`config.mk`:
```
export PLATFORM = sky130hd
export DESIGN_NAME = ternary_popcount_acc
export DESIGN_NICKNAME = d
export VERILOG_FILES = /design/src/rtl/tpc_pkg.sv /design/src/rtl/ternary_popcount_acc_popcount_tree.sv /design/src/rtl/ternary_popcount_acc.sv
export SDC_FILE = /design/constraint.sdc
export NUM_CORES = 1
export LEC_CHECK = 0
export CAP_MARGIN = 20
export CORE_MARGIN = 10
export CORE_UTILIZATION = 50
export CTS_CLUSTER_DIAMETER = 80
export DETAILED_ROUTE_END_ITERATION = 10
export PLACE_DENSITY = 0.87
export SLEW_MARGIN = 15
export SYNTH_ARGS = -nofsm -noshare
export SYNTH_HDL_FRONTEND = slang
export SYNTH_SLANG_ARGS = --single-unit
```
`constraint.sdc`:
```
create_clock -name clk -period 7.9 [get_ports clk]
set_input_delay 2.37 -clock clk [delete_from_list [all_inputs] [get_ports clk]]
set_output_delay 2.37 -clock clk [all_outputs]
set_load 0.05 [all_outputs]
```
`src/rtl/tpc_pkg.sv`:
```
// Shared definitions for the ternary popcount accumulator.
// Widths derive from WIDTH/BEATS_W through the helper functions here.
package tpc_pkg;

    // Ceiling log2 for elaboration-time width derivation.
    function automatic int clog2(input int v);
        int r;
        r = 0;
        for (int i = 0; i < 31; i++) begin
            if ((1 << i) < v) r = i + 1;
        end
        return r;
    endfunction

    // Per-beat count width: enough to hold 0..width.
    function automatic int cnt_w(input int width);
        return clog2(width + 1);
    endfunction

    // Signed accumulator width: full frame of +width or -width per beat.
    function automatic int acc_w(input int width, input int beats_w);
        return cnt_w(width) + beats_w + 1;
    endfunction

    typedef enum logic [1:0] {
        ACC   = 2'd0,
        FLUSH = 2'd1,
        HOLD  = 2'd2
    } state_e;

endpackage

```
`src/rtl/ternary_popcount_acc_popcount_tree.sv`:
```
// Exact popcount built as a recursive binary adder tree. Approximate
// variants can be swapped in later behind the same ports.
module popcount_tree
    import tpc_pkg::*;
#(
    parameter int WIDTH = 20
) (
    input  logic [WIDTH-1:0]        bits,
    output logic [cnt_w(WIDTH)-1:0] cnt
);

    generate
        if (WIDTH == 1) begin : g_leaf
            assign cnt = bits;
        end else begin : g_node
            localparam int WL = WIDTH / 2;
            localparam int WH = WIDTH - WL;
            localparam int CW = cnt_w(WIDTH);

            logic [cnt_w(WL)-1:0] lo_cnt;
            logic [cnt_w(WH)-1:0] hi_cnt;

            popcount_tree #(.WIDTH(WL)) u_lo (.bits(bits[WL-1:0]),     .cnt(lo_cnt));
            popcount_tree #(.WIDTH(WH)) u_hi (.bits(bits[WIDTH-1:WL]), .cnt(hi_cnt));

            assign cnt = CW'(lo_cnt) + CW'(hi_cnt);
        end
    endgenerate

endmodule

```
`src/rtl/ternary_popcount_acc.sv`:
```
// Ternary neuron accumulator: sums popcount(pos) - popcount(neg) over a
// multi-beat frame, then reports the signed sum, a threshold fire bit and
// a sticky overflow flag. Stage 1 counts one beat, stage 2 accumulates,
// and a small FSM holds the result until downstream takes it.
module ternary_popcount_acc
    import tpc_pkg::*;
#(
    parameter int WIDTH   = 20,
    parameter int BEATS_W = 4,
    parameter int DROP    = 4
) (
    input  logic                                clk,
    input  logic                                rst,
    input  logic                                cfg_approx,
    input  logic [acc_w(WIDTH, BEATS_W)-1:0]    cfg_thresh,
    input  logic                                in_valid,
    output logic                                in_ready,
    input  logic [WIDTH-1:0]                    in_pos,
    input  logic [WIDTH-1:0]                    in_neg,
    input  logic                                in_last,
    output logic                                out_valid,
    input  logic                                out_ready,
    output logic [acc_w(WIDTH, BEATS_W)-1:0]    out_sum,
    output logic                                out_fire,
    output logic                                out_ovf
);

    localparam int CNT_W = cnt_w(WIDTH);
    localparam int ACC_W = acc_w(WIDTH, BEATS_W);
    localparam logic [BEATS_W-1:0] CNT_MAX = '1;

    state_e                    state;
    logic [BEATS_W-1:0]        beat_cnt;
    logic                      ovf;
    logic                      approx_q;
    logic signed [ACC_W-1:0]   thresh_q;
    logic signed [ACC_W-1:0]   acc;

    // vld_pipe[0]: stage-1 holds a beat; vld_pipe[1]: frame's last beat is in acc
    logic [1:0]                vld_pipe;
    logic signed [CNT_W:0]     s1_d;
    logic                      s1_last;
    logic                      s1_first;
    logic                      s1_skip;

    logic                      accept;
    logic                      res_take;
    logic                      first_beat;
    logic                      approx_eff;
    logic [WIDTH-1:0]          drop_mask;
    logic [WIDTH-1:0]          pos_m;
    logic [WIDTH-1:0]          neg_m;
    logic [CNT_W-1:0]          pos_cnt;
    logic [CNT_W-1:0]          neg_cnt;
    logic signed [CNT_W:0]     d_next;
    logic signed [ACC_W-1:0]   d_ext;

    assign accept     = in_valid & in_ready;
    assign res_take   = (state == HOLD) & out_ready;
    // Counter only returns to zero at result handshake, so zero means first beat.
    assign first_beat = (beat_cnt == '0);
    // First beat uses the live config; later beats use the latched copy.
    assign approx_eff = first_beat ? cfg_approx : approx_q;

    for (genvar i = 0; i < WIDTH; i++) begin : g_mask
        assign drop_mask[i] = (i >= DROP);
    end

    assign pos_m = approx_eff ? (in_pos & drop_mask) : in_pos;
    assign neg_m = approx_eff ? (in_neg & drop_mask) : in_neg;

    popcount_tree #(.WIDTH(WIDTH)) u_pc_pos (.bits(pos_m), .cnt(pos_cnt));
    popcount_tree #(.WIDTH(WIDTH)) u_pc_neg (.bits(neg_m), .cnt(neg_cnt));

    assign d_next = $signed({1'b0, pos_cnt}) - $signed({1'b0, neg_cnt});
    assign d_ext  = {{(ACC_W-CNT_W-1){s1_d[CNT_W]}}, s1_d};

    // Frame bookkeeping: beat counter, sticky overflow, per-frame config latch.
    always_ff @(posedge clk or posedge rst) begin
        if (rst) begin
            beat_cnt <= '0;
            ovf      <= 1'b0;
            approx_q <= 1'b0;
            thresh_q <= '0;
        end else if (res_take) begin
            beat_cnt <= '0;
            ovf      <= 1'b0;
        end else if (accept) begin
            if (first_beat) begin
                approx_q <= cfg_approx;
                thresh_q <= $signed(cfg_thresh);
            end
            if (!in_last) begin
                if (beat_cnt == CNT_MAX) ovf <= 1'b1;
                else                     beat_cnt <= beat_cnt + 1'b1;
            end
        end
    end

    // Stage 1: register the beat's signed count and its framing flags.
    always_ff @(posedge clk or posedge rst) begin
        if (rst) begin
            vld_pipe[0] <= 1'b0;
            s1_d        <= '0;
            s1_last     <= 1'b0;
            s1_first    <= 1'b0;
            s1_skip     <= 1'b0;
        end else begin
            vld_pipe[0] <= accept;
            if (accept) begin
                s1_d     <= d_next;
                s1_last  <= in_last;
                s1_first <= first_beat;
                s1_skip  <= ovf;        // beats past the frame limit are dropped
            end
        end
    end

    // Stage 2: accumulate, loading fresh on a frame's first beat.
    always_ff @(posedge clk or posedge rst) begin
        if (rst) begin
            acc         <= '0;
            vld_pipe[1] <= 1'b0;
        end else begin
            vld_pipe[1] <= vld_pipe[0] & s1_last;
            if (vld_pipe[0] && !s1_skip)
                acc <= s1_first ? d_ext : acc + d_ext;
            else if (res_take)
                acc <= '0;
        end
    end

    // Control FSM with registered handshake and result outputs.
    always_ff @(posedge clk or posedge rst) begin
        if (rst) begin
            state     <= ACC;
            in_ready  <= 1'b0;
            out_valid <= 1'b0;
            out_sum   <= '0;
            out_fire  <= 1'b0;
            out_ovf   <= 1'b0;
        end else begin
            case (state)
                ACC: begin
                    in_ready <= 1'b1;
                    if (accept && in_last) begin
                        state    <= FLUSH;
                        in_ready <= 1'b0;
                    end
                end
                FLUSH: begin
                    if (vld_pipe[1]) begin
                        state     <= HOLD;
                        out_valid <= 1'b1;
                        out_sum   <= acc;
                        out_fire  <= (acc >= thresh_q);
                        out_ovf   <= ovf;
                    end
                end
                HOLD: begin
                    if (out_ready) begin
                        state     <= ACC;
                        out_valid <= 1'b0;
                        in_ready  <= 1'b1;
                    end
                end
                default: begin
                    state    <= ACC;
                    in_ready <= 1'b0;
                end
            endcase
        end
    end

endmodule

```
==> Flow_metrics.wiki, run 1 <==
{| class="wikitable"
! Metric !! Value
|-
| I/O pin count || 70
|-
| Final setup violating endpoints || 0
|-
| Type of origin of the critical path || input port
|-
| DP Cell Count || 566
|-
| Via/cell ratio || 5.33
|-
| WP buf/inv || 8
|-
| RSZ-0062 raised after global routing || no
|-
| Post-Synthesis Cells || 399
|-
| Cell chain of the critical path || clkdlybuf4s50_1, inv_1, fa_1, inv_1, fa_1, inv_1, fa_1, inv_1, fa_1, inv_1, fa_1, inv_1, fa_1, fa_1, inv_1, ha_1, a21o_1, a31o_2, a21oi_2, xnor2_1, o21ai_0
|-
| Count of different cell masters after synthesis || 53
|-
| Vertical extent of the die || 110 µm
|-
| Total wire length || 8890 µm
|-
| Antenna violations before repair || 0
|-
| Avg Inst Size Synth || 10.1 µm²
|-
| Final Hold Viols || 0
|-
| Syn Nets || 520
|-
| Cell class contributing the biggest share of worst-path delay || adder cells
|-
| Aggregate global routing overflow || 0
|-
| DRT iter0 DRCs || 115
|-
| Commonest cells in the synthesized netlist || 80 x inv_1, 53 x dfrtp_1, 33 x ha_1
|-
| Die X || 110 µm
|-
| Proportion of layout cells with a drive suffix above 1 || 10.8%
|-
| Clock skew || 0.00757 ns
|-
| Min Tclk post-route || 7.63 ns
|-
| Cell Count, Final, Fillers Out || 574
|-
| # hold bufs at CTS || 0
|-
| Clock latency of the later-clocked register in the worst-skew pair || 0.32 ns
|-
| Count of flip-flops with a built-in enable after synthesis || 0
|-
| Async set-reset flop share out of synthesis || 100%
|-
| Total of flip-flops plus latches after synthesis || 53
|-
| Slowest cell on crit path || fa_1
|-
| Drt wl/cell || 15.5 µm
|-
| Placed cell area || 4810 µm²
|-
| Finished Cell Area || 4960 µm²
|-
| Number of inserted diodes || 0
|-
| Critical path data arrival time || 7.81 ns
|-
| Cell types with the largest area share after synthesis || dfrtp_1 33%, fa_1 16%, ha_1 10%
|-
| Global-route wire length before repair || 14900 µm
|-
| Detailed placement HPWL || 7320 µm
|-
| Overall die area || 12100 µm²
|-
| Period Utilization, post-route || 96.5%
|-
| Category of the critical setup timing path || in -> reg
|-
| Net count of the finished layout || 592
|-
| Overall routing resource usage || 15.1%
|-
| Antenna Nets Post-Route || 0
|-
| Clock transition at the registers of the reported paths || 0.09 ns
|-
| Count of unresolved DRC violations after routing || 0
|-
| Post-synthesis cell area || 4040 µm²
|-
| Starting density of the core || 51.7%
|-
| Worst min-delay path class || reg -> reg
|-
| Total clock buffers created by CTS || 5
|-
| Detailed-router iteration count before antenna repair || 4
|-
| Worst Max-Slew Pin Slew || 0.893 ns
|-
| GP Congestion || 0.878
|-
| Predominant post-synthesis flop cell || dfrtp_1
|-
| Maximum number of pins on one net before global-route repair || 54
|-
| Total via count after detailed routing || 3057
|-
| FP Rows || 32
|-
| Outcome || finished, final reports clean
|-
| Max Fclk || 131 MHz
|-
| Max Root-Sink Buffers || 2
|-
| Fill cells || 618
|-
| Most instantiated library cell after synthesis || inv_1
|-
| Clock tree from TritonCTS || done
|-
| Top cell type's share of synthesized area || 32.8%
|-
| Core Region || 7810 µm²
|-
| Area growth from synthesis to layout || 22.8%
|-
| Ys Warns || 0
|-
| Max Fanout on Critical Path || 2
|-
| Category of the worst setup path capture point || flop
|-
| Normalized max-slew margin || 40.4%
|-
| Final Max Slew Viols || 0
|-
| Buffers added on ports || 69
|-
| Slowest Stage Delay on Critical Path || 0.55 ns
|-
| Number of max-capacitance violations reported || 0
|-
| Root buffer cell || clkbuf_8
|-
| Total number of H-tree levels || 2
|-
| Cell taking the most area after synthesis || dfrtp_1
|-
| Postcts setup bufs || 0
|-
| Portion of the post-synthesis area used by sequential elements || 32.8%
|-
| Clock sink total || 53
|-
| Critical Path RT || 8.08 ns
|-
| Vias in the first global route || 3327
|}
[through the flow]
step                      utilization (%)  setup slack [ns]  hold slack, ns  TNS (ns)
after floorplan                         -             0.276           0.438         0
after global placement               61.7            -0.114           0.453    -0.226
after detailed placement             61.7            -0.354           0.469    -0.885
after CTS                            63.2            0.0165           0.501         0
after global routing                 63.5            0.0192           0.519         0
final                                63.5             0.273           0.493         0
[area by class of cell]
type	count	area [µm²]	area share, %
clock inverter	1	30.0	0.605
multi-input combinational	257	2360	47.6
clock buffer	7	86.3	1.74
sequential	53	1330	26.7
timing repair buffer	73	723	14.6
inverter	81	305	6.16
tap	102	128	2.57
[cells by family after synthesis]
| group | after synthesis | synth area share, % |
|---|---|---|
| fa+ha+maj | 65 | 26.1 |
| flops | 53 | 32.8 |
| compound gates | 65 | 10.1 |
| xor+xnor | 8 | 1.74 |
| simple gates | 91 | 12.3 |
| mux | 28 | 7.65 |
| buf+inv | 89 | 9.30 |
[registers in the layout (all words and copies together), names as in the netlist]
| name | count |
|---|---|
| beat_cnt | 4 |
| s1_first | 1 |
| vld_pipe | 2 |
| out_fire | 1 |
| s1_last | 1 |
| acc | 10 |
| thresh_q | 10 |
| s1_skip | 1 |
| state | 2 |
| approx_q | 1 |
| ovf | 1 |
| out_ovf | 1 |
| s1_d | 6 |
| in_ready | 1 |
| out_valid | 1 |
| out_sum | 10 |
[layer usage]
| layer | global-route usage [%] | vias to the layer above | wire, µm |
|---|---|---|---|
| met5 | 0 | - | 0 |
| met1 | 16.6 | 1537 | 3490 |
| met4 | 3.62 | 0 | 87 |
| met3 | 3.16 | 10 | 342 |
| li1 | - | 1454 | - |
| met2 | 28.8 | 56 | 4970 |
[worst min-delay path: stages, from the launching register on]
cell,delay (ns)
dfrtp_1,0.36
nand2_1,0.05
o21ai_0,0.06
[final timing paths]
| check | startpoint | to | slack [ns] | depth (start not counted) |
|---|---|---|---|---|
| worst max-delay path | in_neg[18] | s1_d[5] | 0.27 | 21 |
| worst min-delay path | out_sum[0] | out_sum[0] | 0.49 | 2 |
| worst max register to register | beat_cnt[0] | s1_d[5] | 1.11 | 22 |
| worst min register to register | out_sum[0] | out_sum[0] | 0.49 | 2 |
| max in group asynchronous | rst | thresh_q[8] | 4.84 | 2 |
| min in group asynchronous | rst | in_ready | 2.54 | 2 |
[repair_timing]
item                       CTS  global route
gates resized for setup      1             7
pin swaps                    0             1
setup endpoints to repair    1             2
cloned                       0             0
[cell usage in the layout (no fill, tap or decap), types with 2 or more instances in the layout]
cell type and n:
a211oi_1 3, nor2b_1 3, a21oi_1 18, dfrtp_1 53, inv_2 2, nor4b_1 2, nor2_1 16, nand2b_1 5
o21ai_1 4, nor3_1 5, and3_1 3, a21oi_2 2, mux2_2 23, clkbuf_8 6, nand2_1 25, ha_1 33
o21ai_0 18, nand3_1 9, buf_4 4, a221o_1 2, nand4_1 2, and2_0 2, a21o_1 4, xnor2_1 4
fa_1 31, clkdlybuf4s50_1 68, mux2i_1 4, o21a_1 2, and2_1 6, inv_1 78, xor2_1 4, o31ai_1 2
nand3b_1 2
Power of run 1 is left out: the tool's default activity adds up to more than one toggle a clock period on the data nets, which glitch-free logic cannot reach.
==> inputs of run 2 (changes only) <==
--- a/config.mk
+++ b/config.mk
@@ -10,6 +10,7 @@
 export CORE_UTILIZATION = 50
 export CTS_CLUSTER_DIAMETER = 80
 export DETAILED_ROUTE_END_ITERATION = 10
+export MAX_ROUTING_LAYER = met4
 export PLACE_DENSITY = 0.87
 export SLEW_MARGIN = 15
 export SYNTH_ARGS = -nofsm -noshare
==> run 2 against run 1 <==
Fmax barely moved. Flip-flop and latch count did not move. Die area did not move. Count of clock-buffer cells in the layout did not move.
==> Flow_metrics.wiki, run 2 (synthesis results as in run 1) <==
{| class="wikitable"
! Metric !! Value
|-
| Outcome || finished, final reports clean
|-
| Total clock buffers created by CTS || 5 (unchanged)
|-
| Min Tclk post-route || 7.63 ns (-0.000276 ns)
|-
| Via/cell ratio || 5.35 (+0.46%)
|-
| Overall routing resource usage || 15.6% (+0.48 points)
|-
| GP Congestion || 0.893 (+1.7%)
|-
| Number of max-capacitance violations reported || 0 (unchanged)
|-
| Antenna violations before repair || 0 (unchanged)
|-
| Proportion of layout cells with a drive suffix above 1 || 10.8% (unchanged)
|-
| I/O pin count || 70 (unchanged)
|-
| RSZ-0062 raised after global routing || no
|-
| Clock latency of the later-clocked register in the worst-skew pair || 0.32 ns (about the same)
|-
| Net count of the finished layout || 592 (unchanged)
|-
| Core Region || 7810 µm² (unchanged)
|-
| Aggregate global routing overflow || 0 (unchanged)
|-
| Root buffer cell || clkbuf_8
|-
| Most common cell after layout, fill and taps aside || inv_1
|-
| DRT iter0 DRCs || 108 (-6.1%)
|-
| Critical Path RT || 8.09 ns (about the same)
|-
| Category of the worst setup path capture point || flop
|-
| Max Fanout on Critical Path || 2 (unchanged)
|-
| Number of inserted diodes || 0 (unchanged)
|-
| Clock skew || 0.00380 ns (-0.00377 ns)
|-
| Total number of H-tree levels || 2 (unchanged)
|-
| Worst-case setup margin in the final layout || 0.274 ns (+0.000276 ns)
|-
| Setup Slack @ Placement || -0.354 ns (unchanged)
|-
| Clock tree from TritonCTS || done
|-
| Detailed placement HPWL || 7320 µm (unchanged)
|-
| Largest registers in the final layout || acc (10), out_sum (10), thresh_q (10)
|-
| FP Rows || 32 (unchanged)
|-
| Total Neg Setup Slack || 0 ns (unchanged)
|-
| Antenna Nets Post-Route || 0 (unchanged)
|-
| Fin Hold WS || 0.494 ns (+0.000327 ns)
|-
| Commonest cells after routing, fill and taps aside || 78 x inv_1, 68 x clkdlybuf4s50_1, 53 x dfrtp_1
|-
| Maximum number of pins on one net before global-route repair || 54 (unchanged)
|-
| Finished Cell Area || 4960 µm² (unchanged)
|-
| Type of origin of the critical path || input port
|-
| Placed cell area || 4810 µm² (unchanged)
|-
| Clock transition at the registers of the reported paths || 0.10 ns (about the same)
|-
| Overall die area || 12100 µm² (unchanged)
|-
| Count of unresolved DRC violations after routing || 0 (unchanged)
|-
| Max Root-Sink Buffers || 2 (unchanged)
|-
| Die X || 110 µm (unchanged)
|-
| Starting density of the core || 51.7% (unchanged)
|-
| Total via count after detailed routing || 3071 (+0.46%)
|-
| Critical path data arrival time || 7.81 ns (about the same)
|-
| Final Hold Viols || 0 (unchanged)
|-
| Vertical extent of the die || 110 µm (unchanged)
|-
| Clock sink total || 53 (unchanged)
|-
| Worst min-delay path class || reg -> reg
|-
| # hold bufs at CTS || 0 (unchanged)
|-
| Vias in the first global route || 3325 (-0.060%)
|-
| Final setup violating endpoints || 0 (unchanged)
|-
| Total wire length || 8930 µm (+0.47%)
|-
| Period Utilization, post-route || 96.5% (about the same)
|-
| Global-route wire length before repair || 14900 µm (unchanged)
|-
| Normalized max-slew margin || 40.2% (-0.19 points)
|-
| Final Max Slew Viols || 0 (unchanged)
|-
| Buffers added on ports || 69 (unchanged)
|-
| Max Fclk || 131 MHz (about the same)
|-
| Postcts setup bufs || 0 (unchanged)
|-
| Detailed-router iteration count before antenna repair || 4 (unchanged)
|-
| Area growth from synthesis to layout || 22.8% (unchanged)
|-
| Drt wl/cell || 15.6 µm (+0.47%)
|-
| Category of the critical setup timing path || in -> reg
|-
| Worst Max-Slew Pin Slew || 0.895 ns (+0.00290 ns)
|}
## run 2: per-layer routing
metal	vias up	track usage, %	part of all wire, %
li1	1453	-	-
met2	65	28.7	56
met5	-	-	0
met4	0	3.62	0.97
met3	10	2.52	3.1
met1	1543	17.2	40
## run 2: stage by stage
stage,util [%],cells
after floorplan,-,399
after global placement,61.7,566
after detailed placement,61.7,566
after CTS,63.2,574
after global routing,63.5,574
final,63.5,574
## run 2: critical path, stage by stage
cell and delay, ns:
clkdlybuf4s50_1 0.45, inv_1 0.05, fa_1 0.54, inv_1 0.06
fa_1 0.54, inv_1 0.05, fa_1 0.50, inv_1 0.06
fa_1 0.53, inv_1 0.06, fa_1 0.48, fa_1 0.54
fa_1 0.42, ha_1 0.23, fa_2 0.35, a21o_1 0.18
a21oi_2 0.15, xor2_1 0.15, o21ai_0 0.10
## run 2: final timing paths
check	startpoint	endpoint	slack [ns]	depth (start not counted)
setup / recovery	in_neg[18]	s1_d[4]	0.27	19
hold / removal	out_sum[0]	out_sum[0]	0.49	2
setup reg to reg	beat_cnt[0]	s1_d[4]	1.10	21
hold reg to reg	out_sum[0]	out_sum[0]	0.49	2
max in group asynchronous	rst	thresh_q[8]	4.84	2
min in group asynchronous	rst	beat_cnt[1]	2.54	2
## run 2: timing repair
action	4_1_cts	5_1_grt
setup endpoints to repair	1	2
pin swaps	0	1
gates resized for setup	1	7
## run 2: layout make-up
type	instances	area, µm²
clock inverters	1	30.0
well taps	102	128
repair buffers	73	723
inverters	81	305
fillers	618	2850
multi-input cells	257	2360
clock buffers	7	86.3
flip-flops and latches	53	1330
Power of run 2 is left out for the same reason.
